--- src/rtl/strb_serializer.sv ---
// Strobe-paced serializer: takes one word over valid/ready and shifts it out one bit per divider strobe inside an active-low cs_n frame.
// Optional even-parity trailer bit is enabled by defining STRB_SERIALIZER_PARITY_EN.
module strb_serializer #(
  parameter int DATA_W    = 8,
  parameter bit MSB_FIRST = 1'b1
) (
  input  logic              clk_i,
  input  logic              rst_i,
  input  logic              strb_i,
  input  logic [DATA_W-1:0] s_data_i,
  input  logic              s_valid_i,
  output logic              s_ready_o,
  output logic              div_en_o,
  output logic              sdo_o,
  output logic              cs_n_o,
  output logic              busy_o,
  output logic              done_o,
  output logic [1:0]        state_o
);

`ifdef STRB_SERIALIZER_PARITY_EN
  localparam int FRAME_N = DATA_W + 1;
`else
  localparam int FRAME_N = DATA_W;
`endif
  // The counter holds the index of the bit currently on sdo_o, so it tops out at FRAME_N-1.
  localparam int CNT_W = (FRAME_N > 2) ? $clog2(FRAME_N) : 1;
  localparam logic [CNT_W-1:0] LAST_IDX = CNT_W'(FRAME_N - 1);
`ifdef STRB_SERIALIZER_PARITY_EN
  localparam logic [CNT_W-1:0] PAR_IDX = CNT_W'(DATA_W - 1);
`endif

  typedef enum logic [1:0] {
    IDLE  = 2'd0,
    LEAD  = 2'd1,
    SHIFT = 2'd2,
    STOP  = 2'd3
  } state_t;

  state_t            state_q;
  logic [DATA_W-1:0] sr_q;
  logic [CNT_W-1:0]  cnt_q;
`ifdef STRB_SERIALIZER_PARITY_EN
  logic              par_q;
`endif

  logic              strb_evt;
  logic              head_bit;
  logic [DATA_W-1:0] sr_next;

  // Handshake: a word transfers on any clk_i edge where s_valid_i and s_ready_o are both high;
  // s_ready_o is high only in IDLE and s_valid_i is not required to stay up once ready drops.
  assign s_ready_o = (state_q == IDLE);
  assign busy_o    = (state_q != IDLE);
  assign state_o   = state_q;

  // The divider's strobe is meaningless while we hold it disabled.
  assign strb_evt = strb_i & div_en_o;

  always_comb begin
    head_bit = MSB_FIRST ? sr_q[DATA_W-1] : sr_q[0];
    sr_next  = MSB_FIRST ? (sr_q << 1) : (sr_q >> 1);
  end

  always_ff @(posedge clk_i) begin
    if (rst_i) begin
      state_q  <= IDLE;
      div_en_o <= 1'b0;
      cs_n_o   <= 1'b1;
      sdo_o    <= 1'b1;
      done_o   <= 1'b0;
      sr_q     <= '0;
      cnt_q    <= '0;
`ifdef STRB_SERIALIZER_PARITY_EN
      par_q    <= 1'b0;
`endif
    end else begin
      done_o <= 1'b0;
      case (state_q)
        IDLE: begin
          if (s_valid_i) begin
            sr_q     <= s_data_i;
`ifdef STRB_SERIALIZER_PARITY_EN
            par_q    <= ^s_data_i;
`endif
            cnt_q    <= '0;
            div_en_o <= 1'b1;
            cs_n_o   <= 1'b0;
            state_q  <= LEAD;
          end
        end
        // The divider fires in its first enabled cycle, so this strobe starts bit 0.
        LEAD: begin
          if (strb_evt) begin
            sdo_o   <= head_bit;
            sr_q    <= sr_next;
            state_q <= SHIFT;
          end
        end
        SHIFT: begin
          if (strb_evt) begin
            if (cnt_q == LAST_IDX) begin
              sdo_o   <= 1'b1;
              state_q <= STOP;
            end
`ifdef STRB_SERIALIZER_PARITY_EN
            else if (cnt_q == PAR_IDX) begin
              sdo_o <= par_q;
              cnt_q <= cnt_q + 1'b1;
            end
`endif
            else begin
              sdo_o <= head_bit;
              sr_q  <= sr_next;
              cnt_q <= cnt_q + 1'b1;
            end
          end
        end
        STOP: begin
          if (strb_evt) begin
            cs_n_o   <= 1'b1;
            div_en_o <= 1'b0;
            done_o   <= 1'b1;
            state_q  <= IDLE;
          end
        end
        default: state_q <= IDLE;
      endcase
    end
  end

endmodule

--- config.mk ---
export PLATFORM = sky130hd
export DESIGN_NAME = strb_serializer
export DESIGN_NICKNAME = d
export VERILOG_FILES = /design/src/rtl/strb_serializer.sv
export SDC_FILE = /design/constraint.sdc
export NUM_CORES = 1
export LEC_CHECK = 0
export ABC_AREA = 1
export CAP_MARGIN = 20
export CORE_MARGIN = 4
export CORE_UTILIZATION = 54
export DETAILED_ROUTE_END_ITERATION = 12
export PLACE_DENSITY = 0.87
export SLEW_MARGIN = 20
export SYNTH_ARGS = -nofsm -noshare
export SYNTH_HDL_FRONTEND = slang
export SYNTH_SLANG_ARGS = --single-unit
--- constraint.sdc ---
create_clock -name clk_i -period 3.4 [get_ports clk_i]
set_input_delay 0.68 -clock clk_i [delete_from_list [all_inputs] [get_ports clk_i]]
set_output_delay 0.68 -clock clk_i [all_outputs]
set_load 0.005 [all_outputs]
-- After elaboration in Yosys (flattened, before gate mapping)
Index checks and enable logic that the tools add are counted.
W data, S select, Z words.
- register bits: 17
- bits of input ports: 12
- output and inout bits: 8
- word-level logic and storage cells: 58
- $add $sub $neg: 1
- eq/ne operators: 10
- multiplexer cells: 26
- bitwise logic cells: 2
- reductions and logical operators: 12
- operators with widths (kind ; count):
    $mux W8 ; 4
    $pmux W8 S3 ; 1
    $ne A2 B2 Y1 const B ; 6
    $mux W2 ; 5
    $reduce_and A5 Y1 ; 2
    $mux W3 ; 3
    $mux W1 ; 8
    $pmux W2 S4 ; 1
    $reduce_bool A2 Y1 ; 4
    $pmux W1 S2 ; 3
    $pmux W3 S2 ; 1
    $reduce_and A3 Y1 ; 2
    $eq A2 B2 Y1 const B ; 2
    $reduce_and A4 Y1 ; 1
    $add A3 B1 Y3 const B ; 1
    $eq A3 B3 Y1 const B ; 1
    $reduce_bool A3 Y1 ; 1
    $eq A2 B1 Y1 const B ; 1
    $logic_not A2 Y1 ; 1
    $reduce_or A2 Y1 ; 1
    $and A1 B1 Y1 ; 1
    $not A1 Y1 ; 1

-- Depth between registers and ports, before layout
Gate-level depths: netlist of the first run.
- depth after elaboration: 4
- mapped depth: 11
- mapped depth without buffers: 9

-- Least setup slack after synthesis of the first run
OpenSTA, ideal clock, no wires.
- path kind: register to register
- from: register state_q[0], in the netlist state_o[0]
- to: register sr_q[1]
- setup time: 0.113 ns
- data arrival time: 1.414 ns
- required time: 3.287 ns
- path slack: 1.873 ns
- cell stages (with the launch flop): 11
- path buffers: 2
- clock period less this slack: 1.527 ns
- cells stage by stage: dfxtp_1 inv_1 ha_1 buf_6 nand2_4 inv_2 nor2_8 nand3_4 buf_6 nor2_1 nor2_1
- cells in the longest elaborated chain, start to end: 3
- elaborated cells between the ends (all ways): 10
- those cells by class: 6 x eq/ne; 1 x mux; 3 x reduce/logical
- ends and longest elaborated chain (element ; RTL line ; source):
    start: declaration ; 40 ; state_t state_q;
    start signal: assignment ; 67 ; state_q <= IDLE;
    start signal: assignment ; 89 ; state_q <= LEAD;
    start signal: assignment ; 97 ; state_q <= SHIFT;
    $eq A2 B2 Y1, or another cell as far along ; 79 ; case (state_q)
    $ne A2 B2 Y1 (no source line) / $reduce_bool A3 Y1 (equally long branches) ; - ;
    $reduce_and A5 Y1 (no source line) ; - ;
    end signal: assignment ; 82 ; sr_q <= s_data_i;
    end signal: assignment ; 96 ; sr_q <= sr_next;
    end signal: assignment ; 114 ; sr_q <= sr_next;
    end: declaration ; 41 ; logic [DATA_W-1:0] sr_q;
Several ways; a longest one is shown, not always the timed one.
A chain may end at the register's enable or synchronous reset.

-- Final worst setup path of the first run
- from: register state_q[0], in the netlist state_o[0]
- to: output port busy_o
- cells in the longest elaborated chain, start to end: 1
- ends and longest elaborated chain (element ; RTL line ; source):
    $reduce_bool A2 Y1 ; 54 ; assign busy_o = (state_q != IDLE);
    end: declaration ; 16 ; output logic busy_o,
No other way between the ends.

==> flow_metrics.py, run 1 <==
metrics = {
    "power_and_ir_drop": {
        "switching_share_pct": 44.1,
        "switching_power_mw": 0.410,
        "p_clk_share_pct": 11.6,
        "leakagePower_nw": 0.632,
        "intPower_mw": 0.519,
        "seqPwrFrac_pct": 30.5,
        "p_comb_share_pct": 57.9,
        "powerDensity_nw_per_um2": 759,
        "peakVddDrop_mv": 0.559,
    },
    "sta": {
        "min_period_ns": 2.37,
        "finalSetupViolCount": 0,
        "fin_setup_tns_ns": 0,
        "hold_viol": 0,
        "post-route-period-util_pct": 69.6,
        "hold_ws_ns": 0.463,
        "max_clock_freq_ghz": 0.423,
        "tightest_slew_ns": 0.443,
        "rsz0062_at_grt": "false",
        "final.setup.worst_slack_ns": 1.03,
        "fin_worst_skew_ns": 0.00820,
        "drv_slew": 0,
        "maxSlewHeadroom_pct": 70.5,
    },
    "drt": {
        "drc": 0,
        "wirelength_um": 1820,
        "viasPerCell": 4.64,
        "wl_per_cell_um": 9.28,
        "firstDrtPassIters": 4,
        "vias": 910,
        "drt_iter0_drc": 14,
        "antenna_left": 0,
    },
    "global_routing": {
        "antenna_found_initial": 0,
        "grt_max_degree": 17,
        "overflow": 0,
        "grt_first_pass_wirelength_um": 2970,
        "track_usage_pct": 14.5,
        "grt_pass1_vias": 733,
    },
    "clock_network": {
        "cts_resized": 0,
        "cts_tree": "yes",
        "cts.sink_count": 17,
        "htree_num_levels": 1,
        "path_clk_slew_ns": 0.10,
        "post-cts-setup-buffer-count": 0,
        "clockRootBuffer": "clkbuf_4",
        "ctsHoldBuffers": 0,
        "clock_latency_ns": 0.29,
        "cts-buffers-inserted": 3,
        "cts_buffer_depth": 2,
    },
    "floorplanning": {
        "core_area_um2": 1750,
        "start_util_pct": 57.7,
        "num_rows": 15,
        "die_h_um": 51.2,
        "boundaryPins": 20,
        "die_x_um": 51.2,
        "die_area_um2": 2620,
    },
    "worst_hold_path": {
        "hold_depth": 2,
        "hold_end": "cs_n_o",
        "hold_start": "cs_n_o",
        "hold_path_class": "flip-flop to flip-flop",
    },
    "worst_setup_path": {
        "crit_slowest_cell": "clkdlybuf4s50_1",
        "critPathKind": "flip-flop to primary output",
        "r2r_end": "sr_q[0]",
        "crit_path_end_kind": "primary output",
        "start_kind": "flip-flop",
        "rr_worst_depth": 6,
        "cp.required_ns": 2.72,
        "r2r_slack_ns": 1.65,
        "crit_fanout": 6,
        "max_stage_delay_ns": 0.49,
        "reg2reg_from": "state_o[0]",
        "cp_cell_sequence": "inv_1, ha_1, inv_2, clkdlybuf4s50_1",
        "crit_arrival_ns": 1.69,
    },
    "synth": {
        "yosysUniqueCellTypes": 23,
        "synth_most_common_cell": "nand2_1",
        "synth.yosys.seq_area_share_pct": 33.8,
        "synth_flop_cell": "dfxtp_1",
        "postSynthCellCount": 152,
        "syn_area_um2": 1010,
        "ys_ff_latch": 17,
        "synth_area_leader_cell": "dfxtp_1",
        "ys_top_cells_by_count": "46 x nand2_1, 26 x nor2_1, 21 x inv_1",
        "netlist.area_leader.share_pct": 33.8,
        "synth_edf_count": 0,
        "ys_async_sr_fraction_pct": 0,
        "yosys_warnings": 0,
        "syn_area_per_cell_um2": 6.63,
        "synth_fp_nets": 171,
        "synth_area_leaders": "dfxtp_1 34%, nand2_1 17%, nor2_1 9.7%",
    },
    "layout": {
        "area_growth_pct": 21.5,
        "drive_above_1_share_pct": 6.43,
        "diodes": 0,
        "finish.utilization_pct": 70.1,
        "nNetsFinal": 191,
        "multi_input_area_um2": 546,
        "regArea_um2": 340,
        "fillCellCount": 147,
    },
    "placement": {
        "hpwl_um": 1420,
        "port-buffer-count": 19,
        "dp_slack_ns": 1.36,
        "gp_congestion": 0.790,
    },
    "outcome": {
        "outcome": "finished clean",
    },
    "flow_run": {
        "cap_violations": 0,
    },
}
## cell usage in the layout, fill, tap and decap left out
cell type,synthesis,layout
nand2_1,46,46
nor2_1,26,26
inv_1,21,21
clkdlybuf4s50_1,0,19
dfxtp_1,17,17
o21ai_0,11,11
ha_1,7,7
inv_2,3,3
nand4_1,3,3
a21oi_1,3,3
clkbuf_4,0,3
nand2_4,1,1
nor2_2,1,1
nor2_8,1,1
o21ai_2,1,1
nand3_4,1,1
and2_1,1,1
o21ai_1,1,1
nor3_1,1,1
nand3_1,1,1
a31oi_1,1,1
o211ai_1,1,1
clkbuf_1,1,1
## through the flow
step	total power, mW	instances	instance area (um^2)
6_report	0.929	196	1220
5_1_grt	1.02	196	1220
3_3_place_gp	0.810	192	1200
4_1_cts	0.934	196	1220
2_1_floorplan	0.703	152	1010
3_5_place_dp	0.827	192	1200
## critical path, delay by kind of cell (launching register included)
family / cells / cell delay, ns
adders and majority gates: 1 / 0.30
DFF: 1 / 0.42
buffers and inverters: 3 / 0.68
## area by class of cell
| cell class | instances | area share [%] |
|---|---|---|
| multi-input cells | 107 | 44.6 |
| flip-flops and latches | 17 | 27.8 |
| repair buffers | 19 | 15.5 |
| inverters | 24 | 7.36 |
| well taps | 25 | 2.56 |
| clock buffers | 4 | 2.15 |
## worst max-delay path by stage
| stage | start | endpoint | slack [ns] | cells after the start |
|---|---|---|---|---|
| after floorplan | state_o[0] | sr_q[1] | 1.87 | 10 |
| after global placement | state_o[0] | busy_o | 1.41 | 4 |
| after detailed placement | state_o[0] | busy_o | 1.36 | 4 |
| after CTS | state_o[0] | busy_o | 1.03 | 4 |
| after global routing | state_o[0] | busy_o | 0.95 | 4 |
| final | state_o[0] | busy_o | 1.03 | 4 |
## metal layers
layer  vias to the layer above  wire [um]  global-route usage, %
met2                        16        819                   23.2
met4                         0         14                   4.04
li1                        504          -                      -
met1                       388        880                   18.6
met5                         -          0                      0
met3                         2        104                   4.66
## state kept, by name, indices dropped and copies added (netlist names)
register,count
cnt_q,3
cs_n_o,1
div_en_o,1
done_o,1
sdo_o,1
sr_q,8
state_o,2
## power groups by stage
stage	combinational [mW]	sequential (mW)	clock, mW
global placement	0.526	0.284	0
detailed placement	0.538	0.289	0
CTS	0.540	0.285	0.108
floorplan	0.417	0.286	0
finish	0.538	0.283	0.108
global route	0.612	0.290	0.118
## kinds of logic after synthesis
group / after synthesis / share of synthesized area, %
buffers and inverters: 28 / 12.0
adder cells (fa/ha/maj): 7 / 8.70
flip-flops: 17 / 33.8
AND/OR/NAND/NOR: 82 / 35.8
AO/OA/AOI/OAI: 18 / 9.69
(Power assumes the default switching activity.)
==> inputs of run 2 (changes only) <==
--- a/config.mk
+++ b/config.mk
@@ -8,9 +8,9 @@
 export ABC_AREA = 1
 export CAP_MARGIN = 20
 export CORE_MARGIN = 4
-export CORE_UTILIZATION = 54
+export CORE_UTILIZATION = 50
 export DETAILED_ROUTE_END_ITERATION = 12
-export PLACE_DENSITY = 0.87
+export PLACE_DENSITY = 0.82
 export SLEW_MARGIN = 20
 export SYNTH_ARGS = -nofsm -noshare
 export SYNTH_HDL_FRONTEND = slang
==> constraint.sdc (replaced) <==
create_clock -name clk_i -period 2.2 [get_ports clk_i]
set_input_delay 0.44 -clock clk_i [delete_from_list [all_inputs] [get_ports clk_i]]
set_output_delay 0.44 -clock clk_i [all_outputs]
set_load 0.005 [all_outputs]
==> run 2 against run 1 <==
  * Die area is 6.7% higher
  * Non-clock buffer count stayed put
  * Via count is 2.2% higher
  * Power is 57% higher
  * Clock skew is 0.0077 ns lower
  * Global-route usage is 2.4 points higher
  * Routed wire length is 13% higher
  * Register-to-register slack worse by 1.2 ns
  * Largest power group unchanged
  * Combinational power is 58% higher
  * Largest cell class unchanged
==> flow_metrics.py, run 2 (same netlist as run 1, synthesis figures left out) <==
metrics = {
    "outcome": {
        "outcome": "finished clean",
    },
    "drt": {
        "drc": 0,
        "wirelength_um": 2060,
        "antenna_left": 0,
        "drt_iter0_drc": 13,
        "vias": 930,
        "firstDrtPassIters": 4,
        "viasPerCell": 4.74,
        "wl_per_cell_um": 10.5,
    },
    "layout": {
        "largest_register_ffs": 8,
        "drive_above_1_share_pct": 8.19,
        "diodes": 0,
        "final_cell_mix": "46 x nand2_1, 26 x nor2_1, 21 x inv_1",
        "nNetsFinal": 191,
        "final_common_cell": "nand2_1",
        "area_growth_pct": 21.9,
        "regMostFlops": "sr_q",
        "instances_no_fill": 196,
        "finish.utilization_pct": 67.4,
    },
    "clock_network": {
        "post-cts-setup-buffer-count": 0,
        "cts_tree": "yes",
        "cts_buffer_depth": 2,
        "clock_latency_ns": 0.29,
        "cts.sink_count": 17,
        "clockRootBuffer": "clkbuf_4",
        "cts_resized": 0,
        "ctsHoldBuffers": 0,
        "path_clk_slew_ns": 0.10,
        "cts-buffers-inserted": 3,
        "htree_num_levels": 1,
    },
    "worst_setup_path": {
        "critPathKind": "flip-flop to primary output",
        "cp_cell_sequence": "inv_1, ha_1, inv_2, clkdlybuf4s50_1",
        "crit_slowest_cell": "clkdlybuf4s50_1",
        "crit_arrival_ns": 1.62,
        "crit_fanout": 6,
        "r2r_end": "sr_q[6]",
        "r2r_slack_ns": 0.47,
        "cp_top_family": "buffers and inverters",
        "max_stage_delay_ns": 0.49,
        "start_kind": "flip-flop",
        "reg2reg_from": "state_o[0]",
        "crit_path_end_kind": "primary output",
        "rr_worst_depth": 7,
        "cp-startpoint": "state_o[0]",
        "crit_buf_inv": 3,
        "cp.required_ns": 1.76,
    },
    "power_and_ir_drop": {
        "peakVddDrop_mv": 0.866,
        "powerDensity_nw_per_um2": 1190,
        "leakagePower_nw": 0.635,
    },
    "sta": {
        "fin_worst_skew_ns": 0.000465,
        "hold_viol": 0,
        "post-route-period-util_pct": 93.6,
        "finalSetupViolCount": 0,
        "max_clock_freq_ghz": 0.486,
        "rsz0062_at_grt": "false",
        "maxSlewHeadroom_pct": 68.4,
        "tightest_slew_ns": 0.474,
        "fin_setup_tns_ns": 0,
        "min_period_ns": 2.06,
        "final.setup.worst_slack_ns": 0.140,
        "drv_slew": 0,
        "hold_ws_ns": 0.486,
    },
    "floorplanning": {
        "num_rows": 15,
        "die_area_um2": 2800,
        "die_h_um": 52.9,
        "start_util_pct": 55.3,
        "boundaryPins": 20,
        "core_area_um2": 1820,
        "die_x_um": 52.9,
    },
    "global_routing": {
        "track_usage_pct": 16.9,
        "grt_max_degree": 17,
        "grt_first_pass_wirelength_um": 3480,
        "overflow": 0,
        "grt_pass1_vias": 839,
        "antenna_found_initial": 0,
    },
    "placement": {
        "dp.cells": 192,
        "hpwl_um": 1560,
        "gp_congestion": 0.805,
        "port-buffer-count": 19,
        "dp_slack_ns": 0.397,
    },
    "worst_hold_path": {
        "hold_path_class": "flip-flop to flip-flop",
        "hold_depth": 2,
        "hold_start": "sdo_o",
        "hold_end": "sdo_o",
    },
    "flow_run": {
        "cap_violations": 0,
    },
}
run 2: cell count changes in the layout (fill, tap and decap cells not counted), sizes merged:
cell    before  now
clkbuf       4    3
clkinv       0    1
run 2: worst min-delay path, stage by stage (launching register included):
cell and delay, ns:
dfxtp_1 0.34, a21oi_1 0.06, o21ai_0 0.06
run 2: cell type report:
type,count,area [um^2]
fillers,167,593
multi-input cells,107,546
flip-flops and latches,17,343
repair buffers,19,190
inverters,24,90.1
clock buffers,3,22.5
clock inverters,1,5.00
well taps,25,31.3
run 2: worst max-delay path by stage:
| stage | to | slack (ns) | cells past startpoint |
|---|---|---|---|
| 2_1_floorplan | sr_q[1] | 0.67 | 10 |
| 3_3_place_gp | busy_o | 0.45 | 4 |
| 3_5_place_dp | busy_o | 0.40 | 4 |
| 4_1_cts | busy_o | 0.05 | 4 |
| 5_1_grt | busy_o | 0.05 | 4 |
| 6_report | busy_o | 0.14 | 4 |
run 2: metal layers:
metal  wire, um  vias up  global-route usage, %
met3         80        6                   3.94
li1           -      500                      -
met5          0        -                      0
met2        975       17                   26.7
met4         48        0                   10.2
met1        953      407                   20.6
run 2: where the power goes:
part	switching [mW]	internal (mW)	leakage, nW
registers	0.0442	0.398	0.141
logic	0.512	0.337	0.477
clock network	0.101	0.0677	0.0177
run 2: metrics by stage:
step	area, um^2	total power [mW]
2_1_floorplan	1010	1.09
3_3_place_gp	1200	1.26
3_5_place_dp	1200	1.29
4_1_cts	1220	1.47
5_1_grt	1230	1.61
6_report	1230	1.46
